`config.mk`:
```
export PLATFORM = sky130hd
export DESIGN_NAME = load_store_unit_flat
export DESIGN_NICKNAME = d
export VERILOG_FILES = /design/src/rtl/ls_pkg.sv /design/src/rtl/load_store_unit_if.sv /design/src/rtl/ls_align.sv /design/src/rtl/load_store_unit.sv /design/src/flat_wrapper.sv
export SDC_FILE = /design/constraint.sdc
export NUM_CORES = 1
export LEC_CHECK = 0
export ABC_AREA = 1
export CAP_MARGIN = 20
export CORE_MARGIN = 5
export CORE_UTILIZATION = 41
export CTS_BUF_LIST = sky130_fd_sc_hd__clkbuf_16
export CTS_CLUSTER_DIAMETER = 120
export DETAILED_ROUTE_END_ITERATION = 10
export PLACE_DENSITY = 0.75
export REMOVE_ABC_BUFFERS = 1
export SLEW_MARGIN = 20
export SYNTH_ARGS = -nofsm -noshare
export SYNTH_HDL_FRONTEND = slang
export SYNTH_SLANG_ARGS = --single-unit
export TNS_END_PERCENT = 50
```
`constraint.sdc`:
```
create_clock -name clk -period 4.5 [get_ports clk]
set_input_delay 1.35 -clock clk [delete_from_list [all_inputs] [get_ports clk]]
set_output_delay 1.35 -clock clk [all_outputs]
set_load 0.1 [all_outputs]
```
`src/rtl/ls_pkg.sv`:
```
`default_nettype none
// ============================================================================
// Module      : ls_pkg
// Description : Shared constants, state encoding and legality helpers for
//               the load/store unit.
// Revision    : 1.0 - initial release
// ============================================================================
package ls_pkg;

    // RV32I load/store funct3 width codes
    localparam logic [2:0] c_F3_B  = 3'b000;
    localparam logic [2:0] c_F3_H  = 3'b001;
    localparam logic [2:0] c_F3_W  = 3'b010;
    localparam logic [2:0] c_F3_BU = 3'b100;
    localparam logic [2:0] c_F3_HU = 3'b101;

    localparam int LS_TIMEOUT = 16;
    localparam int LS_CNT_W   = $clog2(LS_TIMEOUT);

    typedef enum logic [1:0] {
        S_IDLE = 2'd0,
        S_REQ  = 2'd1,
        S_DONE = 2'd2
    } ls_state_t;

    // Unsigned widths exist only for loads
    function automatic logic f_is_legal(input logic we, input logic [2:0] func3);
        case (func3)
            c_F3_B, c_F3_H, c_F3_W: return 1'b1;
            c_F3_BU, c_F3_HU:       return !we;
            default:                return 1'b0;
        endcase
    endfunction

    function automatic logic f_is_misaligned(input logic [2:0] func3, input logic [1:0] addr_lo);
        case (func3[1:0])
            2'b01:   return addr_lo[0];
            2'b10:   return addr_lo != 2'b00;
            default: return 1'b0;
        endcase
    endfunction

endpackage
`default_nettype wire

```
`src/rtl/load_store_unit_if.sv`:
```
`default_nettype none
// ============================================================================
// Module      : ls_core_if / ls_mem_if
// Description : Core-side request interface and memory-side bus interface
//               of the load/store unit.
// Revision    : 1.0 - initial release
// ============================================================================
interface ls_core_if;
    logic        ls_valid;
    logic        ls_we;
    logic [2:0]  ls_func3;
    logic [31:0] ls_addr;
    logic [31:0] ls_wdata;
    logic        ls_ready;
    logic        ls_done;
    logic [31:0] ls_rdata;
    logic        ls_err;
    logic        stall;

    modport master (
        output ls_valid, ls_we, ls_func3, ls_addr, ls_wdata,
        input  ls_ready, ls_done, ls_rdata, ls_err, stall
    );

    modport slave (
        input  ls_valid, ls_we, ls_func3, ls_addr, ls_wdata,
        output ls_ready, ls_done, ls_rdata, ls_err, stall
    );
endinterface

interface ls_mem_if;
    logic        mem_req;
    logic        mem_we;
    logic [31:0] mem_addr;
    logic [31:0] mem_wdata;
    logic [3:0]  mem_be;
    logic        mem_ack;
    logic [31:0] mem_rdata;

    modport master (
        output mem_req, mem_we, mem_addr, mem_wdata, mem_be,
        input  mem_ack, mem_rdata
    );

    modport slave (
        input  mem_req, mem_we, mem_addr, mem_wdata, mem_be,
        output mem_ack, mem_rdata
    );
endinterface
`default_nettype wire

```
`src/rtl/ls_align.sv`:
```
`default_nettype none
// ============================================================================
// Module      : ls_align
// Description : Store lane replication / byte enables and load lane
//               extraction with sign or zero extension (combinational).
// Revision    : 1.0 - initial release
// ============================================================================
module ls_align
    import ls_pkg::*;
(
    input  wire logic        i_we,
    input  wire logic [2:0]  i_func3,
    input  wire logic [1:0]  i_addr_lo,
    input  wire logic [31:0] i_wdata,
    input  wire logic [31:0] i_rdata,
    output logic      [31:0] o_mem_wdata,
    output logic      [3:0]  o_mem_be,
    output logic      [31:0] o_load_data
);

    logic [7:0]  w_byte;
    logic [15:0] w_half;

    always_comb begin
        o_mem_wdata = i_wdata;
        o_mem_be    = 4'b1111;
        if (i_we) begin
            case (i_func3[1:0])
                2'b00: begin
                    o_mem_wdata = {4{i_wdata[7:0]}};
                    o_mem_be    = 4'b0001 << i_addr_lo;
                end
                2'b01: begin
                    o_mem_wdata = {2{i_wdata[15:0]}};
                    o_mem_be    = i_addr_lo[1] ? 4'b1100 : 4'b0011;
                end
                default: begin
                    o_mem_wdata = i_wdata;
                    o_mem_be    = 4'b1111;
                end
            endcase
        end
    end

    always_comb begin
        w_byte = i_rdata[7:0];
        case (i_addr_lo)
            2'd0: w_byte = i_rdata[7:0];
            2'd1: w_byte = i_rdata[15:8];
            2'd2: w_byte = i_rdata[23:16];
            2'd3: w_byte = i_rdata[31:24];
            default: w_byte = i_rdata[7:0];
        endcase
        w_half = i_addr_lo[1] ? i_rdata[31:16] : i_rdata[15:0];

        o_load_data = '0;
        case (i_func3)
            c_F3_B:  o_load_data = {{24{w_byte[7]}}, w_byte};
            c_F3_H:  o_load_data = {{16{w_half[15]}}, w_half};
            c_F3_W:  o_load_data = i_rdata;
            c_F3_BU: o_load_data = {24'd0, w_byte};
            c_F3_HU: o_load_data = {16'd0, w_half};
            default: o_load_data = '0;
        endcase
    end

endmodule
`default_nettype wire

```
`src/rtl/load_store_unit.sv`:
```
`default_nettype none
// ============================================================================
// Module      : load_store_unit
// Description : RV32I load/store unit: accepts one core request, issues a
//               single word-aligned memory access with timeout, returns data.
// Revision    : 1.0 - initial release
// ============================================================================
module load_store_unit
    import ls_pkg::*;
(
    input  wire logic  clk,
    input  wire logic  rst,
    ls_core_if.slave   core,
    ls_mem_if.master   mem
);

    ls_state_t             r_state;
    logic [LS_CNT_W-1:0]   r_cnt;
    logic                  r_we;
    logic [2:0]            r_func3;
    logic [31:0]           r_addr;
    logic [31:0]           r_wdata;
    logic [31:0]           r_rdata;
    logic                  r_ready;
    logic                  r_done;
    logic                  r_err_flag;
    logic                  r_mem_req;

    logic [31:0]           w_mem_wdata;
    logic [3:0]            w_mem_be;
    logic [31:0]           w_load_data;
    logic                  w_accept_ok;
    logic                  w_in_req;

    // Lane logic works from the captured request so bus outputs stay stable in REQ
    ls_align u_align (
        .i_we        (r_we),
        .i_func3     (r_func3),
        .i_addr_lo   (r_addr[1:0]),
        .i_wdata     (r_wdata),
        .i_rdata     (mem.mem_rdata),
        .o_mem_wdata (w_mem_wdata),
        .o_mem_be    (w_mem_be),
        .o_load_data (w_load_data)
    );

    assign w_accept_ok = f_is_legal(core.ls_we, core.ls_func3) &&
                         !f_is_misaligned(core.ls_func3, core.ls_addr[1:0]);
    assign w_in_req    = (r_state == S_REQ);

    always_ff @(posedge clk or posedge rst) begin
        if (rst) begin
            r_state    <= S_IDLE;
            r_cnt      <= '0;
            r_we       <= 1'b0;
            r_func3    <= '0;
            r_addr     <= '0;
            r_wdata    <= '0;
            r_rdata    <= '0;
            r_ready    <= 1'b1;
            r_done     <= 1'b0;
            r_err_flag <= 1'b0;
            r_mem_req  <= 1'b0;
        end else begin
            case (r_state)
                S_IDLE: begin
                    if (core.ls_valid) begin
                        r_we    <= core.ls_we;
                        r_func3 <= core.ls_func3;
                        r_addr  <= core.ls_addr;
                        r_wdata <= core.ls_wdata;
                        r_cnt   <= '0;
                        r_rdata <= '0;
                        r_ready <= 1'b0;
                        if (w_accept_ok) begin
                            r_state   <= S_REQ;
                            r_mem_req <= 1'b1;
                        end else begin
                            r_state    <= S_DONE;
                            r_done     <= 1'b1;
                            r_err_flag <= 1'b1;
                        end
                    end
                end
                S_REQ: begin
                    if (mem.mem_ack) begin
                        r_state   <= S_DONE;
                        r_mem_req <= 1'b0;
                        r_done    <= 1'b1;
                        r_rdata   <= r_we ? '0 : w_load_data;
                    end else if (r_cnt == LS_CNT_W'(LS_TIMEOUT - 1)) begin
                        r_state    <= S_DONE;
                        r_mem_req  <= 1'b0;
                        r_done     <= 1'b1;
                        r_err_flag <= 1'b1;
                    end else begin
                        r_cnt <= r_cnt + 1'b1;
                    end
                end
                S_DONE: begin
                    r_state    <= S_IDLE;
                    r_done     <= 1'b0;
                    r_err_flag <= 1'b0;
                    r_rdata    <= '0;
                    r_ready    <= 1'b1;
                end
                default: begin
                    r_state   <= S_IDLE;
                    r_ready   <= 1'b1;
                    r_done    <= 1'b0;
                    r_mem_req <= 1'b0;
                end
            endcase
        end
    end

    assign core.ls_ready = r_ready;
    assign core.ls_done  = r_done;
    assign core.ls_rdata = r_rdata;
    assign core.ls_err   = r_err_flag;
    assign core.stall    = (core.ls_valid && !r_done) || (r_state != S_IDLE);

    // Bus fields are forced to zero outside REQ so a stale request never leaks
    assign mem.mem_req   = r_mem_req;
    assign mem.mem_we    = w_in_req & r_we;
    assign mem.mem_addr  = w_in_req ? {r_addr[31:2], 2'b00} : '0;
    assign mem.mem_wdata = w_in_req ? w_mem_wdata : '0;
    assign mem.mem_be    = w_in_req ? w_mem_be : 4'b0000;

endmodule
`default_nettype wire

```
`src/flat_wrapper.sv`:
```
// flat-port wrapper written by rule: the top's interface ports become plain ports
module load_store_unit_flat import ls_pkg::*;
  (clk, rst, core_ls_valid, core_ls_we, core_ls_func3, core_ls_addr, core_ls_wdata, core_ls_ready, core_ls_done, core_ls_rdata, core_ls_err, core_stall, mem_mem_req, mem_mem_we, mem_mem_addr, mem_mem_wdata, mem_mem_be, mem_mem_ack, mem_mem_rdata);
  ls_core_if core_i ();
  ls_mem_if mem_i ();
  input  wire logic clk;
  input  wire logic rst;
  input wire logic [$bits(core_i.ls_valid)-1:0] core_ls_valid;
  input wire logic [$bits(core_i.ls_we)-1:0] core_ls_we;
  input wire logic [$bits(core_i.ls_func3)-1:0] core_ls_func3;
  input wire logic [$bits(core_i.ls_addr)-1:0] core_ls_addr;
  input wire logic [$bits(core_i.ls_wdata)-1:0] core_ls_wdata;
  output wire logic [$bits(core_i.ls_ready)-1:0] core_ls_ready;
  output wire logic [$bits(core_i.ls_done)-1:0] core_ls_done;
  output wire logic [$bits(core_i.ls_rdata)-1:0] core_ls_rdata;
  output wire logic [$bits(core_i.ls_err)-1:0] core_ls_err;
  output wire logic [$bits(core_i.stall)-1:0] core_stall;
  output wire logic [$bits(mem_i.mem_req)-1:0] mem_mem_req;
  output wire logic [$bits(mem_i.mem_we)-1:0] mem_mem_we;
  output wire logic [$bits(mem_i.mem_addr)-1:0] mem_mem_addr;
  output wire logic [$bits(mem_i.mem_wdata)-1:0] mem_mem_wdata;
  output wire logic [$bits(mem_i.mem_be)-1:0] mem_mem_be;
  input wire logic [$bits(mem_i.mem_ack)-1:0] mem_mem_ack;
  input wire logic [$bits(mem_i.mem_rdata)-1:0] mem_mem_rdata;
  assign core_i.ls_valid = core_ls_valid;
  assign core_i.ls_we = core_ls_we;
  assign core_i.ls_func3 = core_ls_func3;
  assign core_i.ls_addr = core_ls_addr;
  assign core_i.ls_wdata = core_ls_wdata;
  assign core_ls_ready = core_i.ls_ready;
  assign core_ls_done = core_i.ls_done;
  assign core_ls_rdata = core_i.ls_rdata;
  assign core_ls_err = core_i.ls_err;
  assign core_stall = core_i.stall;
  assign mem_mem_req = mem_i.mem_req;
  assign mem_mem_we = mem_i.mem_we;
  assign mem_mem_addr = mem_i.mem_addr;
  assign mem_mem_wdata = mem_i.mem_wdata;
  assign mem_mem_be = mem_i.mem_be;
  assign mem_i.mem_ack = mem_mem_ack;
  assign mem_i.mem_rdata = mem_mem_rdata;
  load_store_unit u_core (.clk(clk), .rst(rst), .core(core_i), .mem(mem_i));
endmodule
```
==> results.txt, run 1 <==
Initial Utilization - 42.1%
Maximum fanout along the worst path - 23
Die span in x - 130 microns
Standard cell area after detailed placement - 8630 sq um
Iteration-0 DRC count of the detailed router - 423
Largest cells by area after synthesis - sky130_fd_sc_hd__dfrtp_1 46%, sky130_fd_sc_hd__nand2_1 21%, sky130_fd_sc_hd__o21ai_0 7.8%, sky130_fd_sc_hd__inv_1 6.9%, sky130_fd_sc_hd__nor2_1 5.4%
Port bufs - 207
Finished Cell Area - 8940 sq um
Clock Pin Slew Worst Setup and Hold Paths - 0.08 ns
Final Routed Wirelength - 18,100 microns
CTS Buf Count - 9
Synth unique cells - 26
Area growth, synth to finish - 51.9%
Global-route wire length before repair - 28,900 microns
I/O pin count - 210
GPL Wtd Cong - 0.881
Routing usage on met3 - 9.37%
Final worst-path cycle share - 85.8%
Net switching share of the total power - 53.7%
Antenna violation net count after detailed routing - 0
Clock tree from TritonCTS - built
Post-Synthesis Cells - 838
Worst-case clock buffer depth - 2
Clock insertion delay at the later pin of the skew report - 0.35 ns
Number of clock sinks seen by CTS - 110
CTS Root Buffer Type - sky130_fd_sc_hd__clkbuf_16
Placeable core region - 14,000 sq um
Achievable Freq - 259 MHz
Vias per inst - 4.88
Largest delay share family, worst path - buffers and inverters
Cell with the largest stage delay on the worst path - sky130_fd_sc_hd__inv_1
Via count of the first global-routing pass - 5,710
Number of synthesis warnings - 0
Met2 track utilization from global routing - 33.8%
Htree depth - 3
Die Area - 16,800 sq um
Syn Std Cell Area - 5880 sq um
Maximum capacitance violations - 0
Share of cells above drive strength 1 - 9.61%
Cell-internal power - 3.01 mW
Total buffers and inverters traversed by the critical path - 3
Initial antenna violation count - 0
WP data required - 3.15 ns
Tot GR Track Use - 21.8%
Ratio of total power to cell area - 726 nW/um^2
Setup crit end kind - output pin
Overflow left after global routing - 0
Comb power frac - 63.1%
Area leader, netlist - sky130_fd_sc_hd__dfrtp_1
Worst slew pin tran - 1.02 ns
DPL Wire Length - 13,200 microns
Worst setup skew after layout - 0.00414 ns
Per-cell routed wire length - 14.9 microns
First-pass iteration count of the detailed router - 7
Worst slew slack as a fraction of its limit - 31.9%
Post-cts gate resize count - 0
Result of the run - finished, final reports clean
Pin count of the biggest net entering global routing - 111
GR peak layer - met2
Post-synthesis sequential element count - 110
CP max stage delay - 0.62 ns
Final hold violations - 0
Cell breakdown of the critical path - inv_2 > nand2_2 > inv_1 > o21ai_0 > a21oi_1 > buf_12
Met1 capacity usage during global routing - 27.5%
Arrival time of data at the critical path endpoint - 2.51 ns
Setup repair after global routing missed its margin - false
Net switching power - 3.48 mW
Synth top area share - 46.4%
Seq/Total Area, Yosys - 46.8%
Hold/Removal Path Class - register to register
Clock power share - 13.2%
Count of hold-fix buffers inserted at cts - 0
Worst supply voltage drop on vdd - 0.419 mV
Total leakage power - 4.45 nW
Post-CTS Setup Bufs - 0
Final layout net count - 1,133
Total number of vias - 5,900
Remaining routing DRC violations - 0
Final setup violating endpoints - 0
Time the worst path needs with I/O delays and setup - 3.86 ns
Total number of placement rows - 43
Final Max Tran Viols - 0
Category of the critical setup timing path - register to output pin
Diode insertion count for antenna repair - 0
Vertical extent of the die - 130 microns
Avg Cell Area, Syn - 7.02 sq um
Final core utilization - 63.9%
Seq pwr share - 23.7%
Kind of start point of the critical path - register
Total design power - 6.49 mW
## per-layer routing
metal  up-vias  share of wire [%]
li1       2939                  -
met1      2684                 41
met2       255                 45
met4         0                1.7
met5         -                  0
met3        22                 13
## cells by family (layout without fill, tap and decap cells)
| logic type | after synthesis | after routing | share of synthesized area [%] |
|---|---|---|---|
| buf+inv | 153 | 344 | 11.4 |
| simple gates | 441 | 441 | 29.2 |
| fa+ha+maj | 4 | 4 | 0.851 |
| flops | 110 | 110 | 46.8 |
| other cells | 1 | 2 | 0.0637 |
| compound gates | 129 | 129 | 11.7 |
## worst register-to-register path: cells and delay by family (launching register included)
family	cells	cell delay (ns)
and+or+nand+nor	6	1.06
buffers and inverters	3	0.75
DFF	1	0.43
## Yosys cell counts (all sizes together)
cell type / instances
clkbuf: 17
buf: 24
conb: 1
and2: 1
o211ai: 8
a31oi: 2
dfstp: 1
clkinv: 2
o21ai: 92
ha: 4
nor2: 89
dfrtp: 109
nand4: 4
o31ai: 4
inv: 110
nand3: 22
nand2: 325
o22ai: 4
a21oi: 18
a22oi: 1
## power groups by stage
stage / Clock [mW] / Sequential [mW] / Combinational, mW
after floorplan: 0 / 2.00 / 2.32
after global placement: 0 / 1.55 / 4.06
after detailed placement: 0 / 1.56 / 4.10
after CTS: 0.870 / 1.54 / 4.11
after global routing: 0.904 / 1.58 / 4.40
final: 0.854 / 1.54 / 4.09
## metrics by stage
stage,std cells,hold slack [ns],setup TNS [ns],worst slack [ns]
3_3_place_gp,1194,0.456,0,0.713
4_1_cts,1210,0.477,0,0.591
5_1_grt,1210,0.492,0,0.478
3_5_place_dp,1194,0.458,0,0.690
6_report,1210,0.475,0,0.641
2_1_floorplan,798,0.437,-71.71,-1.35
## final timing paths
check,start,to,slack (ns),depth (start not counted)
hold reg to reg,u_core.r_wdata[17]$_DFFE_PP0P_,u_core.r_wdata[17]$_DFFE_PP0P_,0.47,2
setup reg to reg,u_core.r_func3[0]$_DFFE_PP0P_,u_core.core.ls_rdata[15]$_DFFE_PP0P_,2.16,9
min in group asynchronous,rst,u_core.core.ls_rdata[11]$_DFFE_PP0P_,1.46,2
max in group asynchronous,rst,u_core.r_wdata[0]$_DFFE_PP0P_,2.26,3
hold / removal,u_core.r_wdata[17]$_DFFE_PP0P_,u_core.r_wdata[17]$_DFFE_PP0P_,0.47,2
setup / recovery,u_core.r_func3[1]$_DFFE_PP0P_,mem_mem_wdata[17],0.64,6
## state kept, by name (all words and copies together) (netlist names)
| register | cells |
|---|---|
| u_core.r_we | 1 |
| u_core.core.ls_ready | 1 |
| u_core.core.ls_rdata | 32 |
| u_core.r_addr | 32 |
| u_core.r_cnt | 4 |
| u_core.r_state | 2 |
| u_core.core.ls_err | 1 |
| u_core.mem.mem_req | 1 |
| u_core.core.ls_done | 1 |
| u_core.r_func3 | 3 |
| u_core.r_wdata | 32 |
## layout make-up
cell class                      instances  area [sq um]
Clock buffer                            9           225
Clock inverter                          7          82.6
Fill cell                            1182          5050
Inverter                              112           423
Multi-Input combinational cell        576          2470
Sequential cell                       110          2750
Tap cell                              180           225
Timing Repair Buffer                  216          2760
## cell usage in the layout, fill, tap and decap left out, drive strengths merged, types with 5 or more instances in the layout
cell | Yosys | routed
buf | 24 | 77
clkbuf | 17 | 9
nor2 | 89 | 89
a21oi | 18 | 18
o211ai | 8 | 8
clkdlybuf4s50 | 0 | 139
nand3 | 22 | 22
inv | 110 | 111
nand2 | 325 | 325
dfrtp | 109 | 109
o21ai | 92 | 92
clkinv | 2 | 5
Note: power is estimated with default switching activity, not from simulation.
==> run 2, diff against run 1 <==
MAX_ROUTING_LAYER = met4   (was unset)
==> results.txt, run 2 (synthesis gave the netlist of run 1 again) <==
CTS Buf Count - 9 (unchanged)
Final core utilization - 63.9% (unchanged)
Iteration-0 DRC count of the detailed router - 406 (-4.0%)
Arrival time of data at the critical path endpoint - 2.52 ns (about the same)
Diode insertion count for antenna repair - 0 (unchanged)
Final worst-path cycle share - 86.0% (+0.23 points)
Htree depth - 3 (unchanged)
Comb power frac - 63.0% (about the same)
Die span in x - 130 microns (unchanged)
Overflow left after global routing - 0 (unchanged)
Worst-case clock buffer depth - 2 (unchanged)
Achievable Freq - 258 MHz (-0.26%)
Worst setup slack before clock tree synthesis - 0.690 ns (unchanged)
Initial antenna violation count - 0 (unchanged)
Vertical extent of the die - 130 microns (unchanged)
Seq pwr share - 23.7% (about the same)
Final setup violating endpoints - 0 (unchanged)
Total leakage power - 4.45 nW (unchanged)
Total number of placement rows - 43 (unchanged)
Ratio of total power to cell area - 726 nW/um^2 (about the same)
Worst setup skew after layout - 0.00603 ns (+0.00189 ns)
Final layout net count - 1,133 (unchanged)
Worst slew slack as a fraction of its limit - 31.7% (-0.15 points)
Leading cell type in the layout, fill and taps excluded - sky130_fd_sc_hd__nand2_1
Placeable core region - 14,000 sq um (unchanged)
Vias per inst - 4.89 (+0.37%)
Clock tree from TritonCTS - built
Via count of the first global-routing pass - 5,727 (+0.30%)
Worst slew pin tran - 1.02 ns (+0.00223 ns)
Worst supply voltage drop on vdd - 0.418 mV (-0.24%)
Number of clock sinks seen by CTS - 110 (unchanged)
Final hold violations - 0 (unchanged)
Area growth, synth to finish - 51.9% (unchanged)
Post-cts gate resize count - 0 (unchanged)
Startpoint of the worst register-to-register path - u_core.r_func3[0]$_DFFE_PP0P_
Hold Crit Depth - 2 (unchanged)
Initial Utilization - 42.1% (unchanged)
Clock Pin Slew Worst Setup and Hold Paths - 0.08 ns (about the same)
Kind of start point of the critical path - register
Remaining routing DRC violations - 0 (unchanged)
Final Routed Wirelength - 18,100 microns (-0.14%)
Global-route wire length before repair - 28,900 microns (-0.21%)
Worst reg2reg path depth - 9 (unchanged)
Count of hold-fix buffers inserted at cts - 0 (unchanged)
Clock insertion delay at the later pin of the skew report - 0.35 ns (about the same)
Tot GR Track Use - 22.4% (+0.67 points)
Worst-case setup margin in the final layout - 0.631 ns (-0.0102 ns)
Post-CTS Setup Bufs - 0 (unchanged)
Per-cell routed wire length - 14.9 microns (-0.14%)
Top library cells by usage in the layout, fill and taps aside - 324 x sky130_fd_sc_hd__nand2_1, 139 x sky130_fd_sc_hd__clkdlybuf4s50_1, 109 x sky130_fd_sc_hd__dfrtp_1, 108 x sky130_fd_sc_hd__inv_1, 92 x sky130_fd_sc_hd__o21ai_0
Setup repair after global routing missed its margin - false
Net switching share of the total power - 53.7% (about the same)
Pin count of the biggest net entering global routing - 111 (unchanged)
Source of the worst hold timing path - u_core.r_wdata[17]$_DFFE_PP0P_
Net switching power - 3.48 mW (about the same)
Maximum capacitance violations - 0 (unchanged)
Maximum fanout along the worst path - 23 (unchanged)
Share of cells above drive strength 1 - 9.61% (unchanged)
Capture point of the worst reg-to-reg path - u_core.core.ls_rdata[15]$_DFFE_PP0P_
I/O pin count - 210 (unchanged)
Antenna violation net count after detailed routing - 0 (unchanged)
WHS Endpoint - u_core.r_wdata[17]$_DFFE_PP0P_
Total number of vias - 5,922 (+0.37%)
Cell-internal power - 3.01 mW (about the same)
WP data required - 3.15 ns (about the same)
First-pass iteration count of the detailed router - 5 (-2)
Worst slack on hold paths - 0.477 ns (+0.00194 ns)
Fill cell total of the finished layout - 1,182 (unchanged)
GPL Wtd Cong - 0.895 (+1.7%)
Result of the run - finished, final reports clean
Final Max Tran Viols - 0 (unchanged)
CTS Root Buffer Type - sky130_fd_sc_hd__clkbuf_16
Time the worst path needs with I/O delays and setup - 3.87 ns (+0.0102 ns)
Die Area - 16,800 sq um (unchanged)
DPL Wire Length - 13,200 microns (unchanged)
Hold/Removal Path Class - register to register
Slack of the worst reg-to-reg path - 2.17 ns (about the same)
Clock power share - 13.2% (about the same)
Setup crit end kind - output pin
Category of the critical setup timing path - register to output pin
Port bufs - 207 (unchanged)
run 2: cell counts in the layout (fill, tap and decap cells not counted):
Identical to the previous run, type by type.
run 2: worst max path at each step:
stage | cells after the start | to | startpoint
6_report | 6 | mem_mem_wdata[17] | u_core.r_func3[1]$_DFFE_PP0P_
5_1_grt | 6 | mem_mem_wdata[22] | u_core.r_func3[1]$_DFFE_PP0P_
4_1_cts | 6 | mem_mem_wdata[17] | u_core.r_func3[1]$_DFFE_PP0P_
3_5_place_dp | 4 | core_stall | core_ls_valid
3_3_place_gp | 4 | core_stall | core_ls_valid
2_1_floorplan | 6 | u_core.r_cnt[2]$_DFFE_PP0P_ | core_ls_valid
run 2: cell type report:
class                      count  area, sq um  area share (%)
sequential                   110         2750            30.8
inverter                     112          423            4.73
clock inverter                 7         82.6           0.924
tap                          180          225            2.52
timing repair buffer         216         2760            30.9
multi-input combinational    576         2470            27.6
clock buffer                   9          225            2.52
run 2: power groups by stage:
| stage | logic, mW | clock network [mW] | registers (mW) |
|---|---|---|---|
| 2_1_floorplan | 2.32 | 0 | 2.00 |
| 3_3_place_gp | 4.06 | 0 | 1.55 |
| 3_5_place_dp | 4.10 | 0 | 1.56 |
| 4_1_cts | 4.11 | 0.870 | 1.54 |
| 5_1_grt | 4.40 | 0.905 | 1.58 |
| 6_report | 4.09 | 0.857 | 1.54 |
run 2: critical path, stage by stage, from the launching register on:
cell and delay [ns]:
sky130_fd_sc_hd__dfrtp_1 0.45, sky130_fd_sc_hd__inv_2 0.20, sky130_fd_sc_hd__nand2_2 0.16, sky130_fd_sc_hd__inv_1 0.63, sky130_fd_sc_hd__o21ai_0 0.18, sky130_fd_sc_hd__a21oi_1 0.32, sky130_fd_sc_hd__buf_12 0.22
run 2: through the flow:
step	TNS, ns	cell area, sq um	std cells	total power, mW
global route	0	8940	1210	6.88
global placement	0	8630	1194	5.61
finish	0	8940	1210	6.49
floorplan	-71.71	5640	798	4.31
CTS	0	8940	1210	6.52
detailed placement	0	8630	1194	5.66
run 2: routing by layer:
metal | vias up | share of wire, % | wire length (microns) | GRT usage, %
met1 | 2701 | 42 | 7610 | 28.5
met5 | - | 0 | 0 | -
met3 | 22 | 12 | 2150 | 8.15
li1 | 2941 | - | - | -
met2 | 258 | 44 | 7970 | 33.6
met4 | 0 | 1.8 | 330 | 7.09
